<file path="config.mk">
export PLATFORM = sky130hd
export DESIGN_NAME = ticket_queue_driver
export DESIGN_NICKNAME = d
export VERILOG_FILES = /design/src/rtl/ticket_queue_driver.sv
export SDC_FILE = /design/constraint.sdc
export NUM_CORES = 1
export LEC_CHECK = 0
export ABC_AREA = 1
export BUFFER_PORTS_ARGS = -buffer_cell sky130_fd_sc_hd__buf_2
export CELL_PAD_IN_SITES_DETAIL_PLACEMENT = 1
export CELL_PAD_IN_SITES_GLOBAL_PLACEMENT = 2
export CORE_ASPECT_RATIO = 0.6
export CORE_MARGIN = 5
export CORE_UTILIZATION = 34
export DETAILED_ROUTE_END_ITERATION = 10
export HOLD_SLACK_MARGIN = 0.06
export PLACE_DENSITY = 0.8
export SLEW_MARGIN = 20
export SYNTH_ARGS = -nofsm -noshare
export SYNTH_HDL_FRONTEND = slang
export SYNTH_SLANG_ARGS = --single-unit
</file>
<file path="constraint.sdc">
create_clock -name clk -period 2 [get_ports clk]
set_input_delay 0.1 -clock clk [delete_from_list [all_inputs] [get_ports clk]]
set_output_delay 0.1 -clock clk [all_outputs]
set_load 0.01 [all_outputs]
</file>
<file path="src/rtl/ticket_queue_driver.sv">
// Ticket queue driver: two synchronized, edge-detected push buttons issue and call tickets.
// It produces the issued/serving numbers for the queue comparator, plus occupancy and call status.
module ticket_queue_driver #(
    parameter int unsigned WIDTH       = 2,
    parameter int unsigned CALL_CYCLES = 4
) (
    input  logic             clk,
    input  logic             rst_n,
    input  logic             i_take_btn,
    input  logic             i_next_btn,
    output logic [WIDTH-1:0] o_issued_no,
    output logic [WIDTH-1:0] o_serving_no,
    output logic [WIDTH:0]   o_count,
    output logic             o_full,
    output logic             o_empty,
    output logic             o_calling,
    output logic             o_take_reject
);

    localparam int unsigned    TW    = (CALL_CYCLES < 2) ? 1 : $clog2(CALL_CYCLES + 1);
    localparam logic [WIDTH:0] DEPTH = {1'b0, {WIDTH{1'b1}}};
    localparam logic [TW-1:0]  TLOAD = TW'(CALL_CYCLES);

    typedef enum logic [1:0] {StIdle, StWaiting, StCalling} state_t;

    logic           r_take_s1, r_take_s2, r_take_prev;
    logic           r_next_s1, r_next_s2, r_next_prev;
    logic [1:0]     r_warm;
    state_t         r_state;
    logic [TW-1:0]  r_timer;
    logic [WIDTH-1:0] r_issued_no, r_serving_no;
    logic [WIDTH:0] r_count;
    logic           r_calling, r_take_reject;

    logic           w_warm;
    logic           w_take_ev, w_next_ev;
    logic           w_take_ok, w_take_rej, w_next_ok;
    logic [WIDTH:0] w_count_nxt;

    // The "previous" flops stay high until the synchronizers have flushed their
    // reset contents, so a button held through reset release raises no event.
    assign w_warm = r_warm[1];

    always_ff @(posedge clk or negedge rst_n) begin
        if (!rst_n) begin
            r_take_s1   <= 1'b0;
            r_take_s2   <= 1'b0;
            r_take_prev <= 1'b1;
            r_next_s1   <= 1'b0;
            r_next_s2   <= 1'b0;
            r_next_prev <= 1'b1;
            r_warm      <= 2'd0;
        end else begin
            r_take_s1   <= i_take_btn;
            r_take_s2   <= r_take_s1;
            r_take_prev <= w_warm ? r_take_s2 : 1'b1;
            r_next_s1   <= i_next_btn;
            r_next_s2   <= r_next_s1;
            r_next_prev <= w_warm ? r_next_s2 : 1'b1;
            if (!w_warm) begin
                r_warm <= r_warm + 2'd1;
            end
        end
    end

    assign w_take_ev  = r_take_s2 & ~r_take_prev;
    assign w_next_ev  = r_next_s2 & ~r_next_prev;
    assign w_take_ok  = w_take_ev & (r_count < DEPTH);
    assign w_take_rej = w_take_ev & (r_count == DEPTH);
    assign w_next_ok  = w_next_ev & (r_count != '0) & (r_state != StCalling);

    always_comb begin
        w_count_nxt = r_count;
        if (w_take_ok && !w_next_ok) begin
            w_count_nxt = r_count + 1'b1;
        end else if (!w_take_ok && w_next_ok) begin
            w_count_nxt = r_count - 1'b1;
        end
    end

    always_ff @(posedge clk or negedge rst_n) begin
        if (!rst_n) begin
            r_state       <= StIdle;
            r_timer       <= '0;
            r_issued_no   <= '0;
            r_serving_no  <= '0;
            r_count       <= '0;
            r_calling     <= 1'b0;
            r_take_reject <= 1'b0;
        end else begin
            r_count       <= w_count_nxt;
            r_take_reject <= w_take_rej;
            if (w_take_ok) begin
                r_issued_no <= r_issued_no + 1'b1;
            end
            if (w_next_ok) begin
                r_serving_no <= r_serving_no + 1'b1;
                r_state      <= StCalling;
                r_calling    <= 1'b1;
                r_timer      <= TLOAD;
            end else if (r_state == StCalling) begin
                if (r_timer == TW'(1)) begin
                    r_calling <= 1'b0;
                    r_state   <= (w_count_nxt != '0) ? StWaiting : StIdle;
                end else begin
                    r_timer <= r_timer - 1'b1;
                end
            end else begin
                r_state <= (w_count_nxt != '0) ? StWaiting : StIdle;
            end
        end
    end

    assign o_issued_no   = r_issued_no;
    assign o_serving_no  = r_serving_no;
    assign o_count       = r_count;
    assign o_full        = (r_count == DEPTH);
    assign o_empty       = (r_count == '0);
    assign o_calling     = r_calling;
    assign o_take_reject = r_take_reject;

endmodule

</file>
==> results of run 1 <==
-- critical path: stages (launching register included) --
cell and delay, ps:
dfrtp_1 410, inv_1 100, ha_1 230, nand2_4 90
nand3_4 170, nand2_2 160, nand2_1 60, nand2_1 80
nand2_2 60, inv_2 50, nand3_2 40, nand2_1 60
inv_1 40
-- cell families (layout without fill, tap and decap cells) --
kind of cell	after synthesis	after routing	synth area share, %
buf+inv	25	45	9.86
compound gates	5	5	2.97
fa+ha+maj	6	6	7.13
simple gates	43	43	24.2
flops	22	22	52.5
xor+xnor	4	4	3.33
-- synth_stat cells (all sizes together) --
cell	number	share of area, %
a31oi	1	0.59
buf	1	1.1
dfrtp	20	48
dfstp	2	5.0
ha	6	7.1
inv	24	8.8
nand2	27	12
nand3	7	5.5
nand3b	1	0.71
nor2	7	5.2
o21ai	3	1.8
o22ai	1	0.59
or2	1	0.59
xnor2	1	0.83
xor2	3	2.5
-- layer usage --
layer	track usage (%)	up-vias	wire length (um)	part of all wire, %
met4	2.49	0	8	0.39
met3	4.93	2	116	5.7
met2	19.3	13	939	46
met5	0	-	0	0
met1	14.3	344	965	48
li1	-	351	-	-
-- state kept, by name (all words and copies together), names as in the netlist --
| signal | count |
|---|---|
| r_warm | 2 |
| r_timer | 3 |
| o_count | 3 |
| o_issued_no | 2 |
| r_take_prev | 1 |
| r_take_s1 | 1 |
| o_take_reject | 1 |
| r_state | 2 |
| r_next_s1 | 1 |
| o_calling | 1 |
| r_next_s2 | 1 |
| r_next_prev | 1 |
| r_take_s2 | 1 |
| o_serving_no | 2 |
-- per-stage QoR --
step                      worst slack (ps)  cell area, sq um  power (mW)  instances
final                                  344              1270        1.79        167
after global routing                   169              1270        1.95        167
after CTS                              316              1270        1.83        167
after detailed placement               325              1160        1.39        160
after global placement                 401              1160        1.36        160
after floorplan                        452              1050        1.17        105
-- cell usage in the layout, fill, tap and decap left out, types with 2 or more instances in the layout --
master and n:
inv_1 21, nand2_1 20, dfrtp_1 20, buf_2 14, ha_1 6, nand2_2 5
nand3_1 4, nor2_1 3, xor2_1 3, clkbuf_8 3, dlygate4sd3_1 3, inv_2 2
nand2_4 2, nor2_2 2, nand3_2 2, dfstp_2 2
-- final timing paths --
path                                      startpoint                      end  depth (start not counted)  slack, ps
worst max register to register  o_count[0]$_DFF_PN0_   r_state[0]$_DFFE_PN0P_                         12        340
worst min register to register   r_next_s1$_DFF_PN0_      r_next_s2$_DFF_PN0_                          0        350
worst max-delay path            o_count[0]$_DFF_PN0_   r_state[0]$_DFFE_PN0P_                         12        340
max in group asynchronous                      rst_n    r_take_prev$_DFF_PN1_                          2       1320
worst min-delay path                           rst_n  o_take_reject$_DFF_PN0_                          2        320
min in group clk                 r_next_s1$_DFF_PN0_      r_next_s2$_DFF_PN0_                          0        350
-- layout make-up --
type / count / area share, %
Multi-Input combinational cell: 58 / 31.3
Tap cell: 42 / 4.15
Clock inverter: 1 / 2.37
Clock buffer: 3 / 3.26
Inverter: 24 / 7.31
Sequential cell: 22 / 43.7
Timing Repair Buffer: 17 / 7.91
-- power by group through the flow --
stage	Combinational [mW]	Clock (mW)	Sequential (mW)
after floorplan	0.483	0	0.686
after global placement	0.710	0	0.654
after detailed placement	0.731	0	0.659
after CTS	0.738	0.436	0.654
after global routing	0.826	0.456	0.671
final	0.717	0.423	0.651
==> metrics.md, run 1 <==
| Metric | Value |
|---|---|
| Ant. Diodes | 0 |
| First-pass GRT wire length | 3720 um |
| Part of the power in registers | 36.3% |
| Die Span X | 81.9 um |
| Largest net degree at the start of global routing | 23 |
| Grt ovf | 0 |
| Synth-to-layout area growth | 20.2% |
| DRT antenna net count | 0 |
| Maximum fanout count along the critical path | 11 |
| Root buffer cell | clkbuf_8 |
| Post-layout min period | 1660 ps |
| CP required | 2170 ps |
| # rows | 15 |
| Total nets after synthesis | 115 |
| Clock Power Share | 23.6% |
| Synth unique cells | 26 |
| Register area | 553 sq um |
| Hold Vio Cnt, Final | 0 |
| Remaining DRCs | 0 |
| FF+latch count, synth | 22 |
| Clock Path Buffers | 2 |
| Final Skew | 4.07 ps |
| Final hold slack | 325 ps |
| Sw frac | 38.1% |
| Max-slew violation count | 0 |
| Max IR drop VDD | 0.749 mV |
| Final Setup Violations | 0 |
| Skew-Pair Late Insertion Delay | 270 ps |
| Port Buffers | 14 |
| Pleak | 0.693 nW |
| Post-synthesis sequential area ratio | 52.5% |
| Total number of vias | 710 |
| TritonRoute pass-1 iters | 4 |
| Internal | 1.11 mW |
| Layout cell share with drive strength beyond 1 | 31.2% |
| Post-Synthesis Cells | 105 |
| Antenna violations before repair | 0 |
| Post-layout util | 43.2% |
| WP data arrival | 1830 ps |
| Layout Nets | 136 |
| DR iter-0 viols | 13 |
| Synth Cell Area | 1050 sq um |
| TritonCTS clock tree | built |
| Io pins | 15 |
| Setup CP Type | reg2reg |
| # fillers | 350 |
| Clock sink count | 22 |
| Initial core utilization | 36.0% |
| GRT Util Overall | 11.7% |
| Number of global-route vias before repair | 814 |
| Hold buffers post-CTS | 3 |
| Hold Crit Class | in2async |
| Postcts setup bufs | 0 |
| Avg Inst Size Synth | 10.0 sq um |
| WL final | 2030 um |
| Post-DP HPWL | 1560 um |
| Worst slew margin | 66.8% |
| Total CTS buffers | 3 |
| Highest Clock Rate | 0.604 GHz |
| Synth Warn # | 0 |
| CTS-repair resized insts | 0 |
| Least-Margin Pin Slew | 498 ps |
| Status | complete, no violations |
| Core Box Area | 2930 sq um |
| RSZ-0062 raised after global routing | no |
| Crit share post-route | 82.8% |
| Clk pin slew, worst setup/hold paths | 90 ps |
| Die Ht | 53.1 um |
| Gate power share | 40.0% |
| Die area | 4350 sq um |
| Critical Path End Type | flip-flop |
| Htree depth | 1 |
| Via/cell ratio | 4.25 |
| Final setup TNS | 0 ps |
| P_sw | 0.683 mW |
| Cell Pwr Density | 1410 nW/um^2 |
| Setup crit start kind | flip-flop |
| Max_cap viols | 0 |
| Post-DR wirelength/cell | 12.1 um |
| GPL Wtd Cong | 0.694 |
| Multi-input gate area | 397 sq um |
Power figures use the tool's default switching activity.
==> run 2: changes to the inputs <==
Settings changed: ABC_AREA 1 to 0, CORE_UTILIZATION 34 to 35.
Clock period 2 ns to 1.6 ns, I/O delays scaled along.
==> metrics.md, run 2 <==
| Metric | Value |
|---|---|
| First-pass GRT wire length | 4010 um (was 3720 um) |
| Remaining DRCs | 0 (unchanged) |
| Met2 GRT Util | 22.9% (was 19.3%) |
| Die Ht | 50.5 um (was 53.1 um) |
| Cell Pwr Density | 1740 nW/um^2 (was 1410 nW/um^2) |
| Post-layout min period | 1980 ps (was 1660 ps) |
| Cell Area, Placed | 1190 sq um (was 1160 sq um) |
| Synth Cell Area | 957 sq um (was 1050 sq um) |
| Most common cell after layout, fill and taps aside | buf_4 (was inv_1) |
| Final Skew | 5.79 ps (was 4.07 ps) |
| Worst path slowest cell | or4b_4 (was dfrtp_1) |
| Top cells by area, synth | dfrtp_1 52%, ha_1 7.8%, dfstp_2 5.5% (was dfrtp_1 48%, inv_1 7.5%, ha_1 7.1%) |
| Most used DFF post-synth | dfrtp_1 (unchanged) |
| Clock sink count | 22 (unchanged) |
| Port Buffers | 14 (unchanged) |
| Post-Synthesis Cells | 81 (was 105) |
| Status | finished, violations left (was complete, no violations) |
| Pre-CTS WS | -443 ps (was 325 ps) |
| CP required | 1760 ps (was 2170 ps) |
| DRT antenna net count | 0 (unchanged) |
| Worst Path Buf+Inv | 1 (was 3) |
| Least-Margin Pin Slew | 518 ps (was 498 ps) |
| Synth async-reset ratio | 100% (unchanged) |
| Ant. Diodes | 0 (unchanged) |
| RSZ-0062 raised after global routing | yes (was no) |
| Pleak | 0.652 nW (was 0.693 nW) |
| Max_cap viols | 0 (unchanged) |
| Io pins | 15 (unchanged) |
| Global routing usage on met3 | 4.64% (was 4.93%) |
| Crit-path leading delay family | simple AND/OR/NAND/NOR gates (unchanged) |
| Initial core utilization | 37.4% (was 36.0%) |
| R2r endpoint | r_state[0]$_DFFE_PN0P_ (unchanged) |
| Max-slew violation count | 0 (unchanged) |
| FF-to-FF path depth | 7 (was 12) |
| Non-filler cells, final | 154 (was 167) |
| FF+latch count, synth | 22 (unchanged) |
| Via/cell ratio | 4.77 (was 4.25) |
| Die Span X | 77.5 um (was 81.9 um) |
| Post-synthesis sequential area ratio | 57.8% (was 52.5%) |
| DR iter-0 viols | 13 (unchanged) |
| Synth unique cells | 29 (was 26) |
| Critical Path End Type | flip-flop (unchanged) |
| WP data arrival | 2140 ps (was 1830 ps) |
| Grt ovf | 0 (unchanged) |
| Core Box Area | 2560 sq um (was 2930 sq um) |
| Setup CP Type | reg2reg (unchanged) |
| Post-synth top area share | 52.3% (was 47.5%) |
| Synth-to-layout area growth | 42.7% (was 20.2%) |
| Synth top cells by count | 20 x dfrtp_1, 7 x inv_1, 6 x ha_1, 6 x nand2_1, 6 x xnor2_1 (was 21 x inv_1, 20 x dfrtp_1, 20 x nand2_1) |
| Setup crit start kind | flip-flop (unchanged) |
| Skew-Pair Late Insertion Delay | 260 ps (was 270 ps) |
| Crit share post-route | 124% (was 82.8%) |
| Htree depth | 1 (unchanged) |
| Post-DR wirelength/cell | 15.4 um (was 12.1 um) |
| Total nets after synthesis | 91 (was 115) |
| Avg Inst Size Synth | 11.8 sq um (was 10.0 sq um) |
| CP peak stage delay | 550 ps (was 410 ps) |
| Violated checks | setup timing |
| Clk pin slew, worst setup/hold paths | 80 ps (was 90 ps) |
| TritonCTS clock tree | built (unchanged) |
| Largest net degree at the start of global routing | 23 (unchanged) |
| Die area | 3910 sq um (was 4350 sq um) |
| Highest Clock Rate | 0.504 GHz (was 0.604 GHz) |
| TritonRoute pass-1 iters | 3 (was 4) |
| Antenna violations before repair | 0 (unchanged) |
| Worst slew margin | 65.5% (was 66.8%) |
| Final setup margin | -384 ps (was 344 ps) |
| R2r setup slk | -380 ps (was 340 ps) |
| Most frequent cells in the layout | 20 x buf_4, 18 x dfrtp_1, 14 x buf_2 (was 21 x inv_1, 20 x nand2_1, 20 x dfrtp_1, 14 x buf_2, 6 x ha_1) |
| # rows | 14 (was 15) |
| Hold Vio Cnt, Final | 0 (unchanged) |
| Dpl cells | 140 (was 160) |
| GPL Wtd Cong | 0.704 (was 0.694) |
| CP Cell Sequence | inv_2 > ha_4 > nor2b_4 > or4b_4 > a21oi_2 > o32ai_2 > o311a_1 (was inv_1 > ha_1 > nand2_4 > nand3_4 > nand2_2 > nand2_1 > nand2_1 > nand2_2 > inv_2 > nand3_2 > nand2_1 > inv_1) |
| Clock Path Buffers | 2 (unchanged) |
| Layout Nets | 133 (was 136) |
| Layout cell share with drive strength beyond 1 | 48.4% (was 31.2%) |
| Maximum fanout count along the critical path | 3 (was 11) |
| Total number of vias | 734 (was 710) |
| Root buffer cell | clkbuf_8 (unchanged) |
| Max IR drop VDD | 0.595 mV (was 0.749 mV) |
| Hold Crit Class | in2async (unchanged) |
| Critical R2R Launch | o_count[1]$_DFF_PN0_ (was o_count[0]$_DFF_PN0_) |
| Synth Warn # | 0 (unchanged) |
| WL final | 2370 um (was 2030 um) |
| Most frequent cell after synthesis | dfrtp_1 (was inv_1) |
| Grt met1 use | 15.7% (was 14.3%) |
| GRT Util Overall | 13.2% (was 11.7%) |
| GRT Max-Usage Layer | met2 (unchanged) |
| Number of synthesized flops with an enable pin | 0 (unchanged) |
| Final Setup Violations | 8 (was 0) |
| Total CTS buffers | 3 (unchanged) |
| Number of global-route vias before repair | 778 (was 814) |
| Synth area leader | dfrtp_1 (unchanged) |
| Post-DP HPWL | 1690 um (was 1560 um) |
| Cell area after layout | 1370 sq um (was 1270 sq um) |
run 2: changes by cell type in the layout (fill, tap and decap cells not counted), moves of 3 or more:
| cell | before | now |
|---|---|---|
| xor2_1 | 3 | 0 |
| nand2_2 | 5 | 0 |
| xnor2_1 | 1 | 5 |
| nand2_1 | 20 | 5 |
| buf_4 | 0 | 20 |
| inv_1 | 21 | 5 |
run 2: layout make-up:
| cell class | instances | area [sq um] |
|---|---|---|
| Clock buffer | 4 | 45.0 |
| Fill cell | 287 | 1190 |
| Inverter | 7 | 26.3 |
| Multi-Input combinational cell | 51 | 438 |
| Sequential cell | 22 | 556 |
| Tap cell | 32 | 40.0 |
| Timing Repair Buffer | 38 | 262 |
run 2: how the worst max path moves through the flow:
stage / end / slack [ps] / from / depth (start not counted)
after detailed placement: r_state[0]$_DFFE_PN0P_ / -440 / o_count[0]$_DFF_PN0_ / 7
after floorplan: r_state[0]$_DFFE_PN0P_ / -480 / o_count[1]$_DFF_PN0_ / 8
final: r_state[0]$_DFFE_PN0P_ / -380 / o_count[1]$_DFF_PN0_ / 7
after CTS: r_state[0]$_DFFE_PN0P_ / -360 / o_count[1]$_DFF_PN0_ / 7
after global placement: r_state[0]$_DFFE_PN0P_ / -340 / o_count[0]$_DFF_PN0_ / 7
after global routing: r_state[0]$_DFFE_PN0P_ / -420 / o_count[1]$_DFF_PN0_ / 7
run 2: logic make-up after synthesis:
family | Yosys count | share of synthesized area, %
adders and majority gates | 6 | 7.84
and+or+nand+nor | 26 | 17.3
xor gates and xnor gates | 6 | 5.49
AOI/OAI and AO/OA | 13 | 8.37
DFF | 22 | 57.8
buffers and inverters | 8 | 3.27
run 2: per-stage QoR:
step           util [%]  hold WS [ps]  power (mW)  setup TNS, ps
2_1_floorplan         -          -216        1.38          -1030
3_3_place_gp       46.6          71.5        1.75           -654
3_5_place_dp       46.6          77.4        1.81          -1300
4_1_cts            51.5           321        2.28          -1280
5_1_grt            53.4           374        2.55          -2020
6_report           53.4           320        2.38          -1420
run 2: worst register-to-register path: stages (launching register included):
cell and delay, ps:
dfrtp_2 380, inv_2 60, ha_4 150, nor2b_4 130
or4b_4 550, a21oi_2 170, o32ai_2 100, o311a_1 330
run 2: per-layer routing:
metal,routed length (um),vias up
met5,0,-
met4,14,0
met3,98,3
met2,1140,12
met1,1120,364
li1,-,355
run 2: timing repair:
item | in CTS | in global routing
gates cloned | 0 | 0
setup buffers | 4 | 4
pin swaps | 9 | 2
hold endpoints to repair | 22 | 0
setup endpoints to repair | 9 | 11
hold buffers | 3 | 0
resized for setup | 5 | 7
run 2: where the power goes:
part	leakage, nW	switching, mW	total, mW	internal, mW
clock	0.0228	0.176	0.354	0.178
sequential	0.252	0.133	0.848	0.715
combinational	0.377	0.550	1.18	0.631
